**src/rtl/exec_sequencer_pkg.sv**
```systemverilog
// Shared defs for the nano-cpu exec sequencer:
// FSM states, fault causes, instruction-class helpers.
package exec_sequencer_pkg;

  typedef enum logic [2:0] {
    S_FETCH,
    S_LATCH,
    S_ISSUE,
    S_WAIT,
    S_HALT,
    S_FAULT
  } state_t;

  localparam logic [1:0] CAUSE_NONE    = 2'd0;
  localparam logic [1:0] CAUSE_ILLEGAL = 2'd1;
  localparam logic [1:0] CAUSE_TIMEOUT = 2'd2;
  localparam logic [1:0] CAUSE_PC_OVF  = 2'd3;

  localparam logic [6:0] OPC_R = 7'h33;
  localparam logic [6:0] OPC_I = 7'h13;

  function automatic logic is_r_type(
    input logic [31:0] w
  );
    return w[6:0] == OPC_R;
  endfunction

  function automatic logic is_i_type(
    input logic [31:0] w
  );
    return w[6:0] == OPC_I;
  endfunction

  function automatic logic is_legal(
    input logic [31:0] w
  );
    return is_r_type(w) || is_i_type(w);
  endfunction

endpackage

```
**src/rtl/alu_watchdog.sv**
```systemverilog
// ALU watchdog: clearable up-counter, expired at TIMEOUT-1.
// Ports: clk, rst, clear, enable (count), expired.
module alu_watchdog
  import exec_sequencer_pkg::*;
#(
  parameter int TIMEOUT = 64
) (
  input  logic clk,
  input  logic rst,
  input  logic clear,
  input  logic enable,
  output logic expired
);

  localparam int CW = $clog2(TIMEOUT + 1);
  localparam logic [CW-1:0] LAST =
    CW'(TIMEOUT - 1);

  logic [CW-1:0] count;

  assign expired = (count == LAST);

  // Saturates at LAST so a stalled
  // sequencer never wraps the count.
  always_ff @(posedge clk or posedge rst) begin
    if (rst) begin
      count <= '0;
    end else if (clear) begin
      count <= '0;
    end else if (enable && !expired) begin
      count <= count + 1'b1;
    end
  end

endmodule

```
**src/rtl/exec_sequencer.sv**
```systemverilog
// Multi-cycle fetch/issue/retire FSM: owns PC, IR,
// ALU handshake, rf_we, halt, fault and retire count.
// Ports: clk, rst, imem_*, instr_legal, instruction,
// pc, alu_in_valid/out_valid, rf_we, halt_req,
// halted, fault, fault_cause, retired.
module exec_sequencer
  import exec_sequencer_pkg::*;
#(
  parameter int IMEM_DEPTH  = 1024,
  parameter int ALU_TIMEOUT = 64,
  localparam int AW = $clog2(IMEM_DEPTH)
) (
  input  logic          clk,
  input  logic          rst,
  output logic [AW-1:0] imem_addr,
  input  logic [31:0]   imem_rdata,
  input  logic          instr_legal,
  output logic [31:0]   instruction,
  output logic [31:0]   pc,
  output logic          alu_in_valid,
  input  logic          alu_out_valid,
  output logic          rf_we,
  input  logic          halt_req,
  output logic          halted,
  output logic          fault,
  output logic [1:0]    fault_cause,
  output logic [31:0]   retired
);

  localparam logic [31:0] LAST_PC =
    32'(IMEM_DEPTH - 1);

  state_t state;
  logic   wd_clear;
  logic   wd_enable;
  logic   wd_expired;
  logic   last_word;

  assign imem_addr = pc[AW-1:0];
  assign last_word = (pc == LAST_PC);

  assign alu_in_valid =
    (state == S_ISSUE) && instr_legal;
  assign rf_we =
    (state == S_WAIT) && alu_out_valid;

  assign wd_clear  = (state == S_ISSUE);
  assign wd_enable =
    (state == S_WAIT) && !alu_out_valid;

  alu_watchdog #(
    .TIMEOUT (ALU_TIMEOUT)
  ) u_wd (
    .clk     (clk),
    .rst     (rst),
    .clear   (wd_clear),
    .enable  (wd_enable),
    .expired (wd_expired)
  );

  always_ff @(posedge clk or posedge rst) begin
    if (rst) begin
      state       <= S_FETCH;
      pc          <= '0;
      instruction <= '0;
      retired     <= '0;
      halted      <= 1'b0;
      fault       <= 1'b0;
      fault_cause <= CAUSE_NONE;
    end else begin
      unique case (state)
        S_FETCH: begin
          state <= S_LATCH;
        end
        S_LATCH: begin
          instruction <= imem_rdata;
          state       <= S_ISSUE;
        end
        S_ISSUE: begin
          if (instr_legal) begin
            state <= S_WAIT;
          end else begin
            state       <= S_FAULT;
            fault       <= 1'b1;
            fault_cause <= CAUSE_ILLEGAL;
          end
        end
        S_WAIT: begin
          // Completion takes priority over
          // a watchdog expiring this cycle.
          if (alu_out_valid) begin
            retired <= retired + 32'd1;
            if (last_word) begin
              state       <= S_FAULT;
              fault       <= 1'b1;
              fault_cause <= CAUSE_PC_OVF;
            end else begin
              pc <= pc + 32'd1;
              if (halt_req) begin
                state  <= S_HALT;
                halted <= 1'b1;
              end else begin
                state <= S_FETCH;
              end
            end
          end else if (wd_expired) begin
            state       <= S_FAULT;
            fault       <= 1'b1;
            fault_cause <= CAUSE_TIMEOUT;
          end
        end
        S_HALT: begin
          if (!halt_req) begin
            state  <= S_FETCH;
            halted <= 1'b0;
          end
        end
        S_FAULT: begin
          state <= S_FAULT;
        end
        default: begin
          state <= S_FETCH;
        end
      endcase
    end
  end

endmodule

```
**config.mk**
```make
export PLATFORM = sky130hd
export DESIGN_NAME = exec_sequencer
export DESIGN_NICKNAME = d
export VERILOG_FILES = /design/src/rtl/exec_sequencer_pkg.sv /design/src/rtl/alu_watchdog.sv /design/src/rtl/exec_sequencer.sv
export SDC_FILE = /design/constraint.sdc
export NUM_CORES = 1
export LEC_CHECK = 0
export ABC_AREA = 1
export CORE_ASPECT_RATIO = 0.9
export CORE_MARGIN = 3
export CORE_UTILIZATION = 45
export DETAILED_ROUTE_END_ITERATION = 6
export PLACE_DENSITY = 0.8
export SLEW_MARGIN = 0
export SYNTH_ARGS = -nofsm -noshare
export SYNTH_HDL_FRONTEND = slang
export SYNTH_SLANG_ARGS = --single-unit
```
**constraint.sdc**
```tcl
create_clock -name clk -period 8.1 [get_ports clk]
set_input_delay 2.43 -clock clk [delete_from_list [all_inputs] [get_ports clk]]
set_output_delay 2.43 -clock clk [all_outputs]
set_load 0.05 [all_outputs]
```
Word level (Yosys, flattened, before mapping)
Index checks and enable logic that the tools add are counted.
- register bits after elaboration: 110
- bits of input ports: 37
- logic and storage cells: 65
- reduce and logical (&&, ||, !) cells: 15
- equality and inequality tests: 14
- bitwise operators: 1
- mux-type cells: 24
- add/subtract/negate cells: 3
- operators by type and width (cell ; number):
    adder 32 x 1 -> 32 bit, second input constant ; 2
    == test 32 x 10 -> 1 bit, second input constant ; 1
    2-to-1 mux 3 bit ; 6
    case mux 3 bit (6 select lines) ; 1
    2-to-1 mux 7 bit ; 2
    inequality test 2 bit, second input constant ; 5
    2-to-1 mux 1 bit ; 8
    2-to-1 mux 2 bit ; 4
    adder 7 x 1 -> 7 bit, second input constant ; 1
    == test 7 x 6 -> 1 bit, second input constant ; 1
    == test 3 x 2 -> 1 bit, second input constant ; 2
    == test 3 bit, second input constant ; 2
    nonzero test 2 bit ; 3
    AND reduction 5 bit ; 1
    logical AND 1 bit ; 4
    case mux 1 bit (2 select lines) ; 2
    case mux 2 bit (2 select lines) ; 1
    AND reduction 2 bit ; 2
    AND reduction 4 bit ; 1
    == test 3 x 1 -> 1 bit, second input constant ; 1
    zero test 3 bit ; 1
    inequality test 3 x 2 -> 1 bit, second input constant ; 1
    inequality test 3 bit, second input constant ; 1
    AND reduction 3 bit ; 1
    2 further kinds ; 3

Logic depth before layout (Yosys ltp)
- depth after elaboration: 5
- mapped depth: 10

By module
From an unflattened synthesis, not the netlist that was laid out.
- cells, all modules: 688
- area, all modules: 5809.3 µm²
- by module, submodules not included (module ; cells an instance ; seq. area each (µm²) ; instances ; area each (µm²)):
    exec_sequencer ; 632 ; 2577.5 ; 1 ; 5391.4
    alu_watchdog ; 56 ; 175.2 ; 1 ; 417.9

Least setup slack after synthesis
No wires, ideal clock.
- path type: input -> output
- start point: input alu_out_valid
- end point: output rf_we
- data arrival time: 2831 ps
- cell stages on the path: 3
- slack: 2839 ps
- cells stage by stage: inv_1 nor2_4 buf_6
- longest elaborated chain between the ends: 1
- RTL lines (what ; line ; RTL):
    from (decl) ; exec_sequencer.sv:21 ; input logic alu_out_valid,
    logical AND 1 bit ; exec_sequencer.sv:45 ; (state == S_WAIT) && alu_out_valid;
    to (decl) ; exec_sequencer.sv:22 ; output logic rf_we,
Every way passes these cells.

Worst setup path after layout
Same ends and word-level chain as after synthesis.

==> flow_summary.toml <==
[pwr]
pwr-share-seq_pct = 32.4
p_int_uw = 1380
leakage_uw = 0.00346
p_per_area_mw_per_mm2 = 337
comb_power_share_pct = 49.5
p_clk_share_pct = 18.1
power.switching_uw = 1150
peakVddDrop_uv = 295
switching_share_pct = 45.5

[finish]
layout_commonest_cell = "nand2_1"
fin_nets = 833
postLayoutCellArea_mm2 = 0.00753
diodes = 0
syn_to_final_growth_pct = 33.4
drive_above_1_share_pct = 9.02
layout_common_cells = "nand2_1 (192), clkdlybuf4s50_1 (148), dfrtp_1 (110)"

[placed_design]
port_buffers = 148
dp_hpwl_mm = 10.2
place_congestion = 0.944
postPlaceCellArea_mm2 = 0.00722

[floorplanning]
ios = 149
dieArea_mm2 = 0.0139
die_w_um = 124
initial_utilization_pct = 46.4
die_h_um = 112
row_count = 38
core_mm2 = 0.0122

[synth]
seq_area_frac_synth_pct = 48.8
synth_warnings = 0
synth_seq_cells = 110
netlist.top_cell.by_area = "dfrtp_1"
synthDistinctLibCells = 30
netlist_area_mm2 = 0.00564
synth_nets = 690
syn_inst = 650
synth_top_area_share_pct = 48.8
ys_top_cells_by_area = "dfrtp_1 (49%), nand2_1 (13%), xor2_1 (7.3%), mux2_2 (6.4%), inv_1 (4.7%)"
syn_avg_cell_area_um2 = 8.68

[clock_tree]
clockRootBuffer = "clkbuf_16"
cts_tree = "yes"
clkSinkCount = 110
cts_resized = 0
clkTransAtPathRegs_ns = 0.07
cts_buffer_depth = 2
cts_hold_buf = 0
cts_buffers = 9
clk_latency_ns = 0.35
cts_max_level = 3
cts_setup_buffers = 0

[run_status]
status = "finished clean"

[sta]
drv_slew = 0
period_share_pct = 82.2
finalSetupViolations = 0
skew_ns = 0.0113
max_slew_margin_pct = 35.9
hold_viol_final = 0
period_needed_ns = 6.66
fin_tns_setup_ns = 0
rsz0062_at_grt = "no"
fmax_mhz = 150
worst_slew_pin_slew_ns = 0.962

[grt]
grt_pass1_wl_mm = 22.5
antenna_found_initial = 0
grt_usage_pct = 20.2
grt_max_degree = 77
grt_pass1_vias = 4447
grt_overflow = 0

[route]
post-route-drc-count = 0
wirelength_mm = 13.6
ant_nets = 0
routedWlPerCell_um = 14.2
drtIter0Drc = 283
vias_per_cell = 4.87
via_count = 4669
detail_route.first_pass.iterations = 5

[worst_setup_path]
end_kind = "output pin"
cp_data_required_time_ns = 5.67
cp-start-kind = "primary input"
crit_path_max_fanout = 13
path_class = "in2out"
arrival_ns = 4.23

[flow_run]
maxCapViolCount = 0

[min_path]
hold_path.class = "reg2reg"
-- path summary, 6_finish.rpt --
kind | start | to | slack, ns | cells after the start
setup reg to reg | pc[0] | pc[15] | 5.75 | 9
hold reg to reg | fault | fault | 0.48 | 2
setup / recovery | alu_out_valid | rf_we | 1.44 | 4
max in group asynchronous | rst | pc[19] | 4.34 | 3
min in group asynchronous | rst | instruction[20] | 2.44 | 2
hold / removal | fault | fault | 0.48 | 2
-- logic make-up (layout without fill, tap and decap cells) --
group | count (synthesis) | count (layout) | share of synthesized area, %
AND/OR/NAND/NOR | 326 | 326 | 25.0
flip-flops | 110 | 110 | 48.8
buffers and inverters | 94 | 242 | 7.40
XOR/XNOR | 60 | 60 | 9.31
multiplexers | 32 | 32 | 6.38
AO/OA/AOI/OAI | 25 | 25 | 2.50
adder cells (fa/ha/maj) | 3 | 3 | 0.665
-- state kept, by name, indices dropped and copies added, names as in the netlist --
signal,count
fault,1
fault_cause,2
halted,1
instruction,32
pc,32
retired,32
state,3
u_wd.count,7
-- cell usage after synthesis --
cell,n
nand3_2,3
nor2_4,1
nand3b_2,1
inv_1,71
nor3_2,3
xnor2_1,13
ha_1,3
buf_2,7
inv_2,3
nand3_4,1
nand3b_1,1
xor2_1,47
o21ai_0,15
nor3_4,1
nor2_2,5
buf_6,2
nand2_1,192
o211ai_1,1
a21oi_2,1
nor3_1,26
nor4_1,3
nor2_1,60
mux2_2,32
o211a_1,1
buf_4,11
o31ai_1,2
nand3_1,18
a21oi_1,5
nand4_1,11
dfrtp_1,110
-- stage by stage --
stage	power (µW)	std cells	utilization [%]	worst slack, ns	hold WS (ns)
floorplan	1700	650	-	2.77	0.480
finish	2540	958	61.9	1.44	0.480
global route	2670	958	61.9	1.38	0.502
CTS	2560	958	61.9	1.43	0.484
detailed placement	2100	942	59.3	1.43	0.452
global placement	2080	942	59.3	1.47	0.451
-- critical path, cell delays in order --
cell	delay, ns
clkdlybuf4s50_1	0.48
inv_1	0.07
nor2_4	0.36
clkdlybuf4s50_1	0.89
-- area by class of cell --
class / count / area [µm²]
clock buffer: 9 / 225
multi-input combinational: 446 / 2470
fill: 1077 / 4640
inverter: 74 / 280
clock inverter: 7 / 86.3
sequential: 110 / 2750
timing repair buffer: 152 / 1510
tap: 160 / 200
-- routing by layer --
metal  routed length, µm  global-route usage [%]  up-vias
li1                    -                       -     2316
met3                 846                    4.79       11
met4                 136                    4.89        0
met5                   0                       0        -
met2                6370                    31.2      149
met1                6250                    28.9     2193
-- power groups by stage --
| stage | combinational [µW] | sequential [µW] | clock, µW |
|---|---|---|---|
| global placement | 1260 | 823 | 0 |
| global route | 1330 | 844 | 492 |
| floorplan | 419 | 1280 | 0 |
| finish | 1260 | 822 | 460 |
| detailed placement | 1260 | 832 | 0 |
| CTS | 1270 | 822 | 475 |
Note: power is estimated with default switching activity, not from simulation.
==> RTL change (same flow settings) <==
Encoding of `state_t`: now Gray code (3 bits for 6 states).
--- a/src/rtl/exec_sequencer_pkg.sv
+++ b/src/rtl/exec_sequencer_pkg.sv
@@ -4,10 +4,10 @@
 
   typedef enum logic [2:0] {
-    S_FETCH,
-    S_LATCH,
-    S_ISSUE,
-    S_WAIT,
-    S_HALT,
-    S_FAULT
+    S_FETCH = 3'b000,
+    S_LATCH = 3'b001,
+    S_ISSUE = 3'b011,
+    S_WAIT  = 3'b010,
+    S_HALT  = 3'b110,
+    S_FAULT = 3'b111
   } state_t;
 
Formal check against the unedited RTL: same outputs for any inputs over 10 cycles, from zero or initial values and one cycle with rst high; not proved beyond that.
==> RTL change against the unedited design <==
Synthesized cell count increased by 8.2%; final cell count increased by 5.5%; setup slack improved by 0.056 ns; power increased by 2.9%; non-clock buffer count decreased by 2; wire length increased by 7.0%; sequential cell count unchanged; synthesized area increased by 3.7%; final area increased by 2.9%; clock power increased by 6.7%; worst hold slack got worse by 0.017 ns; critical path type unchanged; critical endpoint unchanged; highest routed layer unchanged.
==> RTL change: results (changes against the unedited design) <==
[finish]
fin_cells = 1011  ; was 958
clock_buffers = 12  ; was 9
multi_input_gates = 505  ; was 446
fill_cells = 1059  ; was 1077
bufAreaShareNonClock = 0.193  ; was 0.201
clkCellAreaFrac = 0.0431  ; was 0.0414
nNetsFinal = 886  ; was 833
buffers = 150  ; was 152
reg_top3 = instruction: 32 flops, pc: 32 flops, retired: 32 flops  ; unchanged
areaGrowthSynthToFinish_pct = 32.4  ; was 33.4%
multi_input_area_mm2 = 0.00270  ; was 0.00247 mm²
nonClockInverterCount = 70  ; was 74
ff_latch_area_mm2 = 0.00275  ; unchanged
drive_gt1_frac = 0.0940  ; was 0.0902

[cts]
clockBufferDepth = 2  ; unchanged
clk_latency_ns = 0.35  ; about the same
clk_pin_slew_ns = 0.07  ; about the same
htree_levels = 3  ; unchanged

[worst_setup_path]
crit_end = rf_we  ; unchanged
ff2ff_setup_slack_ns = 5.60  ; was 5.75 ns
cp_max_fo = 10  ; was 13
regToRegStartpoint = pc[0]  ; unchanged
r2r_cells = 10  ; was 9
cp-startpoint = alu_out_valid  ; unchanged
r2r_end = pc[21]  ; was pc[15]
arrival_ns = 4.17  ; was 4.23 ns

[place]
place_ws_ns = 1.51  ; was 1.43 ns
gp_congestion = 1.00  ; was 0.944
io_buffer_count = 148  ; unchanged
dpl_cell_area_mm2 = 0.00742  ; was 0.00722 mm²
hpwl_um = 11000  ; was 10200 µm

[grt]
grt_pass1_wl_um = 24200  ; was 22500 µm
grt.total_usage = 0.206  ; was 0.202
grt_max_degree = 61  ; was 77
grt_pass1_vias = 4812  ; was 4447

[synthesis]
synth_compound_area_frac = 0.0340  ; was 0.0250
synthMuxAreaShare = 0.0616  ; was 0.0638
netlist-cell-type-count = 33  ; was 30
ys_seq_area_frac = 0.470  ; was 0.488
synthTopCellsByCount = nand2_1 (219), dfrtp_1 (110), nor2_1 (84)  ; was nand2_1 (192), dfrtp_1 (110), inv_1 (71)
netlist_instances = 703  ; was 650
async_reset_ff_frac = 1.00  ; unchanged
synth_adder_area_share = 0.00641  ; was 0.00665
synth.area.top_cells = dfrtp_1 (47%), nand2_1 (14%), mux2_2 (6.2%)  ; was dfrtp_1 (49%), nand2_1 (13%), xor2_1 (7.3%)
synth-xor-area-share = 0.0718  ; was 0.0931
synth_nets = 743  ; was 690

[pwr]
leakage_nw = 3.45  ; was 3.46 nW
ir_drop_v = 0.000210  ; was 0.000295 V

[outcome]
run_status = complete, no violations  ; unchanged

[timing]
period_needed_ns = 6.60  ; was 6.66 ns
finClkSkew_ns = 0.0104  ; was 0.0113 ns
max_slew.worst_pin.slew_ns = 0.751  ; was 0.962 ns
fin_hold_ws_ns = 0.463  ; was 0.480 ns

[route]
wl_per_cell_um = 14.4  ; was 14.2 µm
drt_iter0_drc = 433  ; was 283
routed_via_density = 5.03  ; was 4.87

[hold_path]
whs_path_depth = 2  ; unchanged
hold_start = fault  ; unchanged

[RTL change: cell count changes in the layout (fill, tap and decap cells not counted), sizes merged, moves of 2 or more]
cell and change:
clkbuf +3, nor4 -2, nor3 -4, buf -2, nor2 +27, xor2 -15
o21ai +8, xnor2 +3, nand2 +31, nand3 +13, a21oi -4, inv -7
[RTL change: metal layers]
| layer | global-route usage | share of wire | up-vias |
|---|---|---|---|
| met5 | 0 | 0 | - |
| met4 | 0.0500 | 0.011 | 0 |
| met3 | 0.0382 | 0.073 | 13 |
| met2 | 0.322 | 0.46 | 188 |
| met1 | 0.301 | 0.46 | 2385 |
| li1 | - | - | 2497 |
[RTL change: critical path, cell delays in order]
cell and delay [ns]:
clkdlybuf4s50_1 0.50, inv_1 0.11, nor2_8 0.24, clkdlybuf4s50_1 0.88
[RTL change: power breakdown]
group	total [W]	switching [W]	internal, W
Combinational	0.00130	0.000858	0.000438
Sequential	0.000824	0.000124	0.000701
Clock	0.000491	0.000201	0.000290
Total	0.00261	0.00118	0.00143
